File: src/rtl/instruction_fetch_pkg.sv
// Shared definitions for the LEGv8 instruction fetch stage.
// Holds the fetch FSM state encoding, the instruction size in bytes
// and the default address fetched after reset.
package instruction_fetch_pkg;

    typedef enum logic [1:0] {
        S_IDLE  = 2'd0,
        S_REQ   = 2'd1,
        S_VALID = 2'd2,
        S_FAULT = 2'd3
    } fetch_state_t;

    localparam int unsigned INSTR_BYTES      = 4;
    localparam logic [63:0] DEFAULT_RESET_PC = 64'h0;

endpackage

File: src/rtl/instruction_fetch_if.sv
// Instruction memory request/acknowledge bus.
//   oMemReq  : fetch stage requests an instruction word
//   oMemAddr : 64-bit fetch address, stable while oMemReq is high
//   iMemAck  : memory returns iMemData this cycle
//   iMemData : 32-bit instruction word, valid with iMemAck
// master = fetch stage, slave = instruction memory.
interface instruction_fetch_if;

    logic        oMemReq;
    logic [63:0] oMemAddr;
    logic        iMemAck;
    logic [31:0] iMemData;

    modport master (
        output oMemReq,
        output oMemAddr,
        input  iMemAck,
        input  iMemData
    );

    modport slave (
        input  oMemReq,
        input  oMemAddr,
        output iMemAck,
        output iMemData
    );

endinterface

File: src/rtl/instruction_fetch_next_pc.sv
// fetch_next_pc: combinational next-PC selection for the fetch stage.
//   pc           : address of the instruction being consumed
//   branch_taken : select pc + imm (highest priority)
//   imm          : sign-extended, already x4 branch offset
//   jump_reg     : select reg_target
//   reg_target   : BR target address
//   next_pc      : selected next fetch address
//   misaligned   : next_pc[1:0] != 0 (only with FETCH_ALIGN_CHECK_EN)
// Macro FETCH_ALIGN_CHECK_EN: when defined, misaligned targets are flagged;
// otherwise the low two bits are forced to zero.
module fetch_next_pc
    import instruction_fetch_pkg::*;
(
    input  logic [63:0] pc,
    input  logic        branch_taken,
    input  logic [63:0] imm,
    input  logic        jump_reg,
    input  logic [63:0] reg_target,
    output logic [63:0] next_pc,
    output logic        misaligned
);

    logic [63:0] raw_pc;

    always_comb begin
        raw_pc = pc + 64'(INSTR_BYTES);
        if (branch_taken) begin
            raw_pc = pc + imm;
        end else if (jump_reg) begin
            raw_pc = reg_target;
        end
    end

`ifdef FETCH_ALIGN_CHECK_EN
    assign next_pc    = raw_pc;
    assign misaligned = (raw_pc[1:0] != 2'b00);
`else
    assign next_pc    = raw_pc & ~64'h3;
    assign misaligned = 1'b0;
`endif

endmodule

File: src/rtl/instruction_fetch.sv
// instruction_fetch: LEGv8 fetch stage. Holds the PC, fetches 32-bit words
// over a req/ack bus and presents them with their PC to decode.
//   iCLK, iRST_n       : clock, asynchronous active-low reset
//   iStall             : downstream not ready, hold presented instruction
//   iBranchTaken       : take pc-relative branch (oPC + iImmediateExtended)
//   iImmediateExtended : branch offset
//   iJumpReg           : register-indirect jump to iRegTarget
//   iRegTarget         : BR target
//   mem                : instruction memory bus (instruction_fetch_if.master)
//   oInstr, oPC        : presented instruction and its address
//   oValid             : oInstr/oPC hold a fetched instruction
//   oMisaligned        : sticky alignment fault
// Macro FETCH_ALIGN_CHECK_EN enables the alignment fault state.
module instruction_fetch
    import instruction_fetch_pkg::*;
#(
    parameter logic [63:0] RESET_PC = DEFAULT_RESET_PC
) (
    input  logic                       iCLK,
    input  logic                       iRST_n,
    input  logic                       iStall,
    input  logic                       iBranchTaken,
    input  logic [63:0]                iImmediateExtended,
    input  logic                       iJumpReg,
    input  logic [63:0]                iRegTarget,
    instruction_fetch_if.master        mem,
    output logic [31:0]                oInstr,
    output logic [63:0]                oPC,
    output logic                       oValid,
    output logic                       oMisaligned
);

    fetch_state_t state, next_state;
    logic [63:0]  fetch_pc;
    logic [63:0]  next_pc;
    logic         next_misaligned;
    logic         capture;
    logic         consume;
    logic         load_next;

    fetch_next_pc u_next_pc (
        .pc           (oPC),
        .branch_taken (iBranchTaken),
        .imm          (iImmediateExtended),
        .jump_reg     (iJumpReg),
        .reg_target   (iRegTarget),
        .next_pc      (next_pc),
        .misaligned   (next_misaligned)
    );

    always_ff @(posedge iCLK or negedge iRST_n) begin
        if (!iRST_n) begin
            state <= S_IDLE;
        end else begin
            state <= next_state;
        end
    end

    always_comb begin
        next_state = state;
        capture    = 1'b0;
        consume    = 1'b0;
        load_next  = 1'b0;
        case (state)
            S_IDLE: next_state = S_REQ;
            S_REQ: begin
                if (mem.iMemAck) begin
                    capture    = 1'b1;
                    next_state = S_VALID;
                end
            end
            S_VALID: begin
                if (!iStall) begin
                    consume = 1'b1;
                    // A misaligned target loads nothing; fetch_pc keeps the old value.
                    if (next_misaligned) begin
                        next_state = S_FAULT;
                    end else begin
                        load_next  = 1'b1;
                        next_state = S_REQ;
                    end
                end
            end
            S_FAULT: next_state = S_FAULT;
            default: next_state = S_IDLE;
        endcase
    end

    always_ff @(posedge iCLK or negedge iRST_n) begin
        if (!iRST_n) begin
            fetch_pc <= RESET_PC;
            oPC      <= RESET_PC;
            oInstr   <= '0;
            oValid   <= 1'b0;
        end else begin
            if (capture) begin
                oInstr <= mem.iMemData;
                oPC    <= fetch_pc;
                oValid <= 1'b1;
            end else if (consume) begin
                oValid <= 1'b0;
            end
            if (load_next) begin
                fetch_pc <= next_pc;
            end
        end
    end

    assign mem.oMemReq  = (state == S_REQ);
    assign mem.oMemAddr = fetch_pc;

`ifdef FETCH_ALIGN_CHECK_EN
    assign oMisaligned = (state == S_FAULT);
`else
    assign oMisaligned = 1'b0;
`endif

endmodule

File: src/flat_wrapper.sv
// flat-port wrapper written by rule: the top's interface ports become plain ports
module instruction_fetch_flat import instruction_fetch_pkg::*;
#(
    parameter logic [63:0] RESET_PC = DEFAULT_RESET_PC
)
  (iCLK, iRST_n, iStall, iBranchTaken, iImmediateExtended, iJumpReg, iRegTarget, oInstr, oPC, oValid, oMisaligned, mem_oMemReq, mem_oMemAddr, mem_iMemAck, mem_iMemData);
  instruction_fetch_if mem_i ();
  input  logic iCLK;
  input  logic iRST_n;
  input  logic iStall;
  input  logic iBranchTaken;
  input  logic [63:0] iImmediateExtended;
  input  logic iJumpReg;
  input  logic [63:0] iRegTarget;
  output logic [31:0] oInstr;
  output logic [63:0] oPC;
  output logic oValid;
  output logic oMisaligned;
  output wire logic [$bits(mem_i.oMemReq)-1:0] mem_oMemReq;
  output wire logic [$bits(mem_i.oMemAddr)-1:0] mem_oMemAddr;
  input wire logic [$bits(mem_i.iMemAck)-1:0] mem_iMemAck;
  input wire logic [$bits(mem_i.iMemData)-1:0] mem_iMemData;
  assign mem_oMemReq = mem_i.oMemReq;
  assign mem_oMemAddr = mem_i.oMemAddr;
  assign mem_i.iMemAck = mem_iMemAck;
  assign mem_i.iMemData = mem_iMemData;
  instruction_fetch #(.RESET_PC(RESET_PC)) u_core (.iCLK(iCLK), .iRST_n(iRST_n), .iStall(iStall), .iBranchTaken(iBranchTaken), .iImmediateExtended(iImmediateExtended), .iJumpReg(iJumpReg), .iRegTarget(iRegTarget), .mem(mem_i), .oInstr(oInstr), .oPC(oPC), .oValid(oValid), .oMisaligned(oMisaligned));
endmodule
File: config.mk
export PLATFORM = sky130hd
export DESIGN_NAME = instruction_fetch_flat
export DESIGN_NICKNAME = d
export VERILOG_FILES = /design/src/rtl/instruction_fetch_pkg.sv /design/src/rtl/instruction_fetch_if.sv /design/src/rtl/instruction_fetch_next_pc.sv /design/src/rtl/instruction_fetch.sv /design/src/flat_wrapper.sv
export SDC_FILE = /design/constraint.sdc
export NUM_CORES = 1
export LEC_CHECK = 0
export CAP_MARGIN = 40
export CORE_MARGIN = 8
export CORE_UTILIZATION = 45
export DETAILED_ROUTE_END_ITERATION = 6
export PLACE_DENSITY = 0.8
export RECOVER_POWER = 50
export SLEW_MARGIN = 20
export SYNTH_ARGS = -nofsm -noshare
export SYNTH_HDL_FRONTEND = slang
export SYNTH_HIERARCHICAL = 1
export SYNTH_SLANG_ARGS = --single-unit
File: constraint.sdc
create_clock -name iCLK -period 6.85 [get_ports iCLK]
set_input_delay 1.37 -clock iCLK [delete_from_list [all_inputs] [get_ports iCLK]]
set_output_delay 1.37 -clock iCLK [all_outputs]
set_load 0.05 [all_outputs]
==> results of run 1 <==
Yosys cell counts, drive strengths merged, types with 3 or more instances:
master   instances
nor3            16
a221oi           4
nand3           43
nand4           40
o31ai            5
or2              3
buf             37
clkbuf          31
o211ai           7
o2111ai          4
a21oi          120
xor2            48
and4             9
a31o             5
o21ai           88
mux2           167
o21a            15
and2             6
nand2          103
nor2b            8
a21boi           3
dfrtp          163
a31oi            5
o21bai          15
a41oi            4
ha              63
inv             30
mux2i           31
a311oi           3
nor4             9
nand2b           9
a211oi           7
o311ai           4
nor2            88
or3             13
xnor2           56
and3            17
o22ai            3
a21o            27
power by group through the flow:
stage / registers (uW) / logic [uW] / clock network (uW)
after floorplan: 1730 / 627 / 0
after global placement: 1260 / 1660 / 0
after detailed placement: 1270 / 1680 / 0
after CTS: 1250 / 1690 / 1050
after global routing: 1270 / 1790 / 1090
final: 1250 / 1690 / 1040
routing by layer:
| metal | vias to the layer above | wire length [um] | share of wire (%) |
|---|---|---|---|
| li1 | 5422 | - | - |
| met1 | 5542 | 16800 | 41 |
| met2 | 524 | 19700 | 48 |
| met3 | 83 | 3270 | 8.0 |
| met4 | 2 | 1090 | 2.7 |
| met5 | - | 9 | 0.022 |
stage by stage:
| step | area, sq um | hold slack (ns) | instances | total power (uW) | setup slack [ns] |
|---|---|---|---|---|---|
| floorplan | 12400 | 0.546 | 1328 | 2360 | 2.94 |
| global placement | 15800 | 0.487 | 1941 | 2910 | 1.93 |
| detailed placement | 15800 | 0.492 | 1942 | 2950 | 1.91 |
| CTS | 16500 | 0.509 | 1974 | 3990 | 2.34 |
| global route | 16500 | 0.520 | 1976 | 4150 | 2.15 |
| finish | 16500 | 0.505 | 1976 | 3970 | 2.24 |
cell type report:
type / count / share of cell area (%)
multi-input cells: 1067 / 47.7
flip-flops and latches: 163 / 24.8
repair buffers: 337 / 20.4
well taps: 346 / 2.63
clock buffers: 17 / 2.59
clock inverters: 15 / 1.22
inverters: 30 / 0.684
diodes: 1 / 0.0152
logic make-up (layout without fill, tap and decap cells):
logic type      count (synthesis)  in the layout  share of synthesized area (%)
compound gates                327            327                           16.3
xor+xnor                      104            104                           7.33
fa+ha+maj                      63             63                           6.34
buf+inv                        98            399                           4.04
flops                         163            163                           32.8
mux                           198            198                           17.6
other cells                     2              5                         0.0604
simple gates                  371            371                           15.5
registers in the layout, summed over array words and instances, names as in the netlist:
signal / count
u_core/mem.oMemAddr: 64
u_core/oValid: 1
u_core/oPC: 64
u_core/state: 2
u_core/oInstr: 32
final timing paths:
path                                                from                                   to  slack (ns)  depth (start not counted)
min                        u_core/oInstr[21]$_DFFE_PN0P_        u_core/oInstr[21]$_DFFE_PN0P_        0.50                          1
max in group asynchronous                         iRST_n           u_core/oPC[55]$_DFFE_PN0P_        3.36                          2
min reg2reg                u_core/oInstr[21]$_DFFE_PN0P_        u_core/oInstr[21]$_DFFE_PN0P_        0.50                          1
min in group asynchronous                         iRST_n  u_core/mem.oMemAddr[60]$_DFFE_PN0P_        1.31                          1
max reg2reg                    u_core/oPC[2]$_DFFE_PN0P_  u_core/mem.oMemAddr[52]$_DFFE_PN0P_        3.00                         11
max                                iImmediateExtended[3]  u_core/mem.oMemAddr[52]$_DFFE_PN0P_        2.24                         12
==> results.cfg, run 1 <==
[synth]
synth-seq-cells = 163
async_flop_share_pct = 100
synth_edf_count = 0
syn_inst = 1326
synth_top_area_share_pct = 32.8
yosysSeqAreaShare_pct = 32.8
synth.distinct_cells = 81
syn_area_per_cell_sq_um = 9.38
synth_area_leaders = dfrtp_1, mux2_2, ha_1, a21oi_1, xnor2_1
ys.flop_type = dfrtp_1
synth_area_sq_mm = 0.0124
yosysWarnings = 6
yosysTopAreaCell = dfrtp_1

[global_route]
grt_pass1_wl_um = 64300
use_met2_pct = 40.0
grt_util_met1_pct = 29.7
grt_pass1_vias = 11700
antenna_found_initial = 2
met3_usage_pct = 6.50
grt_overflow_total = 0
grt_usage_pct = 24.1
top_usage_layer = met2
grt_max_degree = 68

[power_and_ir_drop]
pwr-share-seq_pct = 31.4
p_sw_uw = 1690
power.internal_uw = 2280
clkPwrFrac_pct = 26.2
powerDensity_mw_per_mm2 = 242
swShare_pct = 42.6
pwr-share-comb_pct = 42.4
max-vdd-ir-drop_v = 0.000162
cellLeakagePower_uw = 0.00728

[timing]
relSlewSlack_pct = -37.9
setup-tns-final_ns = 0
rsz0062_at_grt = false
tightest_slew_ns = 2.07
post-route-min-period_ns = 4.61
fin_crit_sh_pct = 67.3
fmax_ghz = 0.217
finalHoldViolations = 0
finalMaxSlewViolations = 135
final.setup_skew_ns = 0.0180
setup_viol = 0

[drt]
drtIter0Drc = 949
totalWireLength_um = 40800
vias = 11600
drc = 3
via_per_inst = 5.86
drt_first_pass_iters = 7
ant_nets = 0
wl_per_cell_um = 20.7

[finish]
final_cell_mix = clkdlybuf4s50_1, dfrtp_1, mux2_2, a21oi_1, nand2_1
multi_input_area_sq_mm = 0.00785
final_common_cell = clkdlybuf4s50_1
drive_above_1_share_pct = 14.9
fin_util_pct = 59.9
ff_latch_area_sq_mm = 0.00408
area_growth_pct = 32.3
fillers = 2303
fin_nets = 1845

[clock_tree]
ctsHoldBuffers = 0
cts_setup_buffers = 0
cts_resized = 0
htree_levels = 4
clockBufferDepth = 2
clk_latency_ns = 0.46
cts_sinks = 163
clk_pin_slew_worst_paths_ns = 0.08
cts_root_buffer = clkbuf_16
numCtsBuffers = 17
cts_tree = yes

[critical_path]
worst_path_max_delay_cell = o211ai_1
cpMostUsedCell = o21ai_0
startpoint_type = input port
arrival_ns = 4.95
critical_path_buf_inv_count = 1
cp_cell_sequence = clkdlybuf4s50_1 > ha_1 > o21ai_0 > a221oi_1 > a22oi_1 > o211ai_1 > a211oi_2 > nor2_1 > a2111o_1 > xnor2_1 > o21ai_0 > mux2_2
slowest_delay_ns = 0.64
path_class = input port to flip-flop
critPathCaptureType = flip-flop
required_ns = 7.18
critPathMaxFanout = 4
path_delay_family = compound AO/OA/AOI/OAI gates

[floorplan]
pin_count = 329
coreArea_sq_mm = 0.0275
num_rows = 61
initial_core_util_pct = 45.3
dieWidth_um = 182
dieArea_sq_mm = 0.0332
die_y_um = 182

[outcome]
violations = DRC, capacitance limit, slew limit
status = finished, violations left

[placement]
routabilityCongestion = 0.925
io_buffers = 325
post-dp-hpwl_um = 30900

[job]
cap_violations = 4

[worst_hold_path]
min-delay-path-class = flip-flop to flip-flop
Note: power is estimated with default switching activity, not from simulation.
==> inputs of run 2 (changes only) <==
==> constraint.sdc (replaced) <==
create_clock -name iCLK -period 4.4 [get_ports iCLK]
set_input_delay 0.88 -clock iCLK [delete_from_list [all_inputs] [get_ports iCLK]]
set_output_delay 0.88 -clock iCLK [all_outputs]
set_load 0.05 [all_outputs]
==> run 2 against run 1 <==
Clock power rose by 49%. Final cell count is 1.2% higher. Non-clock buffer count increased by 24. Clock skew decreased by 0.0039 ns. Sequential power is 55% higher. Sequential share of layout area down 0.27 points. Critical path depth did not move. Register-to-register slack lost 2.2 ns. Largest power group unchanged. Critical endpoint is now u_core/mem.oMemAddr[54]$_DFFE_PN0P_. Flip-flop and latch count stayed put. The flow finishes with violations (capacitance limit, slew limit).
==> results.cfg, run 2 (synthesis results as in run 1) <==
[drt]
vias = 11700
via_per_inst = 5.87
drt_first_pass_iters = 6
ant_nets = 0
wl_per_cell_um = 20.4
totalWireLength_um = 40700
drc = 0
drtIter0Drc = 1016

[worst_hold_path]
hold_start = u_core/oInstr[10]$_DFFE_PN0P_
min-delay-path-class = flip-flop to flip-flop
min_path_cells = 1
holdPathEnd = u_core/oInstr[10]$_DFFE_PN0P_

[timing]
fin_crit_sh_pct = 89.9
final.setup_skew_ns = 0.0141
setup_viol = 0
setup-tns-final_ns = 0
fin_ws_ns = 0.445
fmax_ghz = 0.253
rsz0062_at_grt = false
post-route-min-period_ns = 3.95
finalHoldViolations = 0
relSlewSlack_pct = -102
finalMaxSlewViolations = 123
tightest_slew_ns = 3.04

[critical_path]
r2r-start = u_core/oPC[2]$_DFFE_PN0P_
path_delay_family = compound AO/OA/AOI/OAI gates
critPathMaxFanout = 6
path_class = input port to flip-flop
cpMostUsedCell = a21oi_2
critical_path_buf_inv_count = 1
required_ns = 4.73
slowest_delay_ns = 0.57
r2r_end = u_core/mem.oMemAddr[54]$_DFFE_PN0P_
worstRegToRegCells = 12
cp_cell_sequence = clkdlybuf4s50_1 > ha_1 > nand4_1 > a21oi_2 > o2111ai_4 > a21oi_2 > o2111ai_1 > a311oi_2 > a21boi_0 > xor2_1 > o21ai_0 > mux2_2
worst_path_max_delay_cell = a311oi_2
critPathCaptureType = flip-flop
startpoint_type = input port
arrival_ns = 4.29
r2r_setup_slack_ns = 0.80

[clock_tree]
cts_sinks = 163
clk_pin_slew_worst_paths_ns = 0.08
numCtsBuffers = 17
clk_latency_ns = 0.45
cts_tree = yes
cts_resized = 0
clockBufferDepth = 2
htree_levels = 4
ctsHoldBuffers = 0
cts_setup_buffers = 0
cts_root_buffer = clkbuf_16

[global_route]
antenna_found_initial = 1
met3_usage_pct = 5.39
grt_util_met1_pct = 30.5
grt_pass1_wl_um = 64500
top_usage_layer = met2
grt_overflow_total = 0
use_met2_pct = 39.7
grt_max_degree = 69
grt_usage_pct = 24.1
grt_pass1_vias = 11900

[placement]
io_buffers = 325
place_ws_ns = 0.0174
dp_cells = 1967
placed_area_sq_mm = 0.0161
post-dp-hpwl_um = 31300
routabilityCongestion = 0.936

[finish]
drive_above_1_share_pct = 16.3
fin_nets = 1869
finalNonFillerCells = 2000
final_cell_mix = clkdlybuf4s50_1, dfrtp_1, mux2_2, a21oi_1, nand2_1
area_growth_pct = 33.8
final_common_cell = clkdlybuf4s50_1
finish.instance_area_sq_mm = 0.0166

[power_and_ir_drop]
power.internal_uw = 3520
pwr-share-seq_pct = 31.5
powerDensity_mw_per_mm2 = 370
p_sw_uw = 2630
cellLeakagePower_uw = 0.00740
total_power_uw = 6150
clkPwrFrac_pct = 25.2
swShare_pct = 42.7
max-vdd-ir-drop_v = 0.000224
pwr-share-comb_pct = 43.2

[floorplan]
dieWidth_um = 182
die_y_um = 182
initial_core_util_pct = 45.3
dieArea_sq_mm = 0.0332
pin_count = 329
coreArea_sq_mm = 0.0275
num_rows = 61

[job]
cap_violations = 3

[outcome]
violations = capacitance limit, slew limit
status = finished, violations left
==> run 2: cell types whose count changed in the layout (fill, tap and decap cells not counted), moves of 2 or more <==
cell,before,now
clkbuf_1,4,2
dlygate4sd3_1,33,36
clkdlybuf4s50_1,289,286
buf_4,7,32
==> run 2: worst max-delay path by stage <==
stage | start | endpoint | slack, ns | cells past startpoint
4_1_cts | iImmediateExtended[6] | u_core/mem.oMemAddr[62]$_DFFE_PN0P_ | 0.48 | 12
6_report | iImmediateExtended[6] | u_core/mem.oMemAddr[54]$_DFFE_PN0P_ | 0.45 | 12
2_1_floorplan | iImmediateExtended[26] | u_core/mem.oMemAddr[60]$_DFFE_PN0P_ | 0.98 | 11
3_3_place_gp | iImmediateExtended[6] | u_core/mem.oMemAddr[62]$_DFFE_PN0P_ | 0.11 | 12
3_5_place_dp | iImmediateExtended[6] | u_core/mem.oMemAddr[62]$_DFFE_PN0P_ | 0.02 | 12
5_1_grt | iImmediateExtended[10] | u_core/mem.oMemAddr[62]$_DFFE_PN0P_ | 0.24 | 12
==> run 2: power groups by stage <==
stage | logic [uW] | clock network [uW] | registers (uW)
5_1_grt | 2820 | 1650 | 1980
3_3_place_gp | 2620 | 0 | 1950
2_1_floorplan | 976 | 0 | 2690
3_5_place_dp | 2660 | 0 | 1970
6_report | 2660 | 1550 | 1940
4_1_cts | 2670 | 1580 | 1940
==> run 2: layout make-up <==
type | count | area (sq um)
Clock buffer | 17 | 425
Inverter | 30 | 113
Timing Repair Buffer | 361 | 3560
Tap cell | 346 | 433
Sequential cell | 163 | 4080
Multi-Input combinational cell | 1067 | 7850
Clock inverter | 15 | 184
Antenna cell | 1 | 2.50
Fill cell | 2257 | 10800
==> run 2: layer usage <==
layer	part of all wire, %	routed length, um
met4	2.6	1080
met1	42	16900
met3	8.0	3250
met2	48	19500
met5	0	0
==> run 2: stage by stage <==
| stage | hold slack, ns | utilization, % |
|---|---|---|
| final | 0.502 | 60.6 |
| after global routing | 0.522 | 60.6 |
| after CTS | 0.379 | 60.7 |
| after detailed placement | 0.493 | 58.4 |
| after global placement | 0.487 | 58.2 |
| after floorplan | 0.546 | - |
==> inputs of run 3 (changes only) <==
--- a/config.mk
+++ b/config.mk
@@ -16,3 +16,4 @@
 export SYNTH_HDL_FRONTEND = slang
 export SYNTH_HIERARCHICAL = 1
 export SYNTH_SLANG_ARGS = --single-unit
+export TNS_END_PERCENT = 20
==> results of run 3 <==
Same layout as run 2: the final DEF is identical, and so are final timing and power.
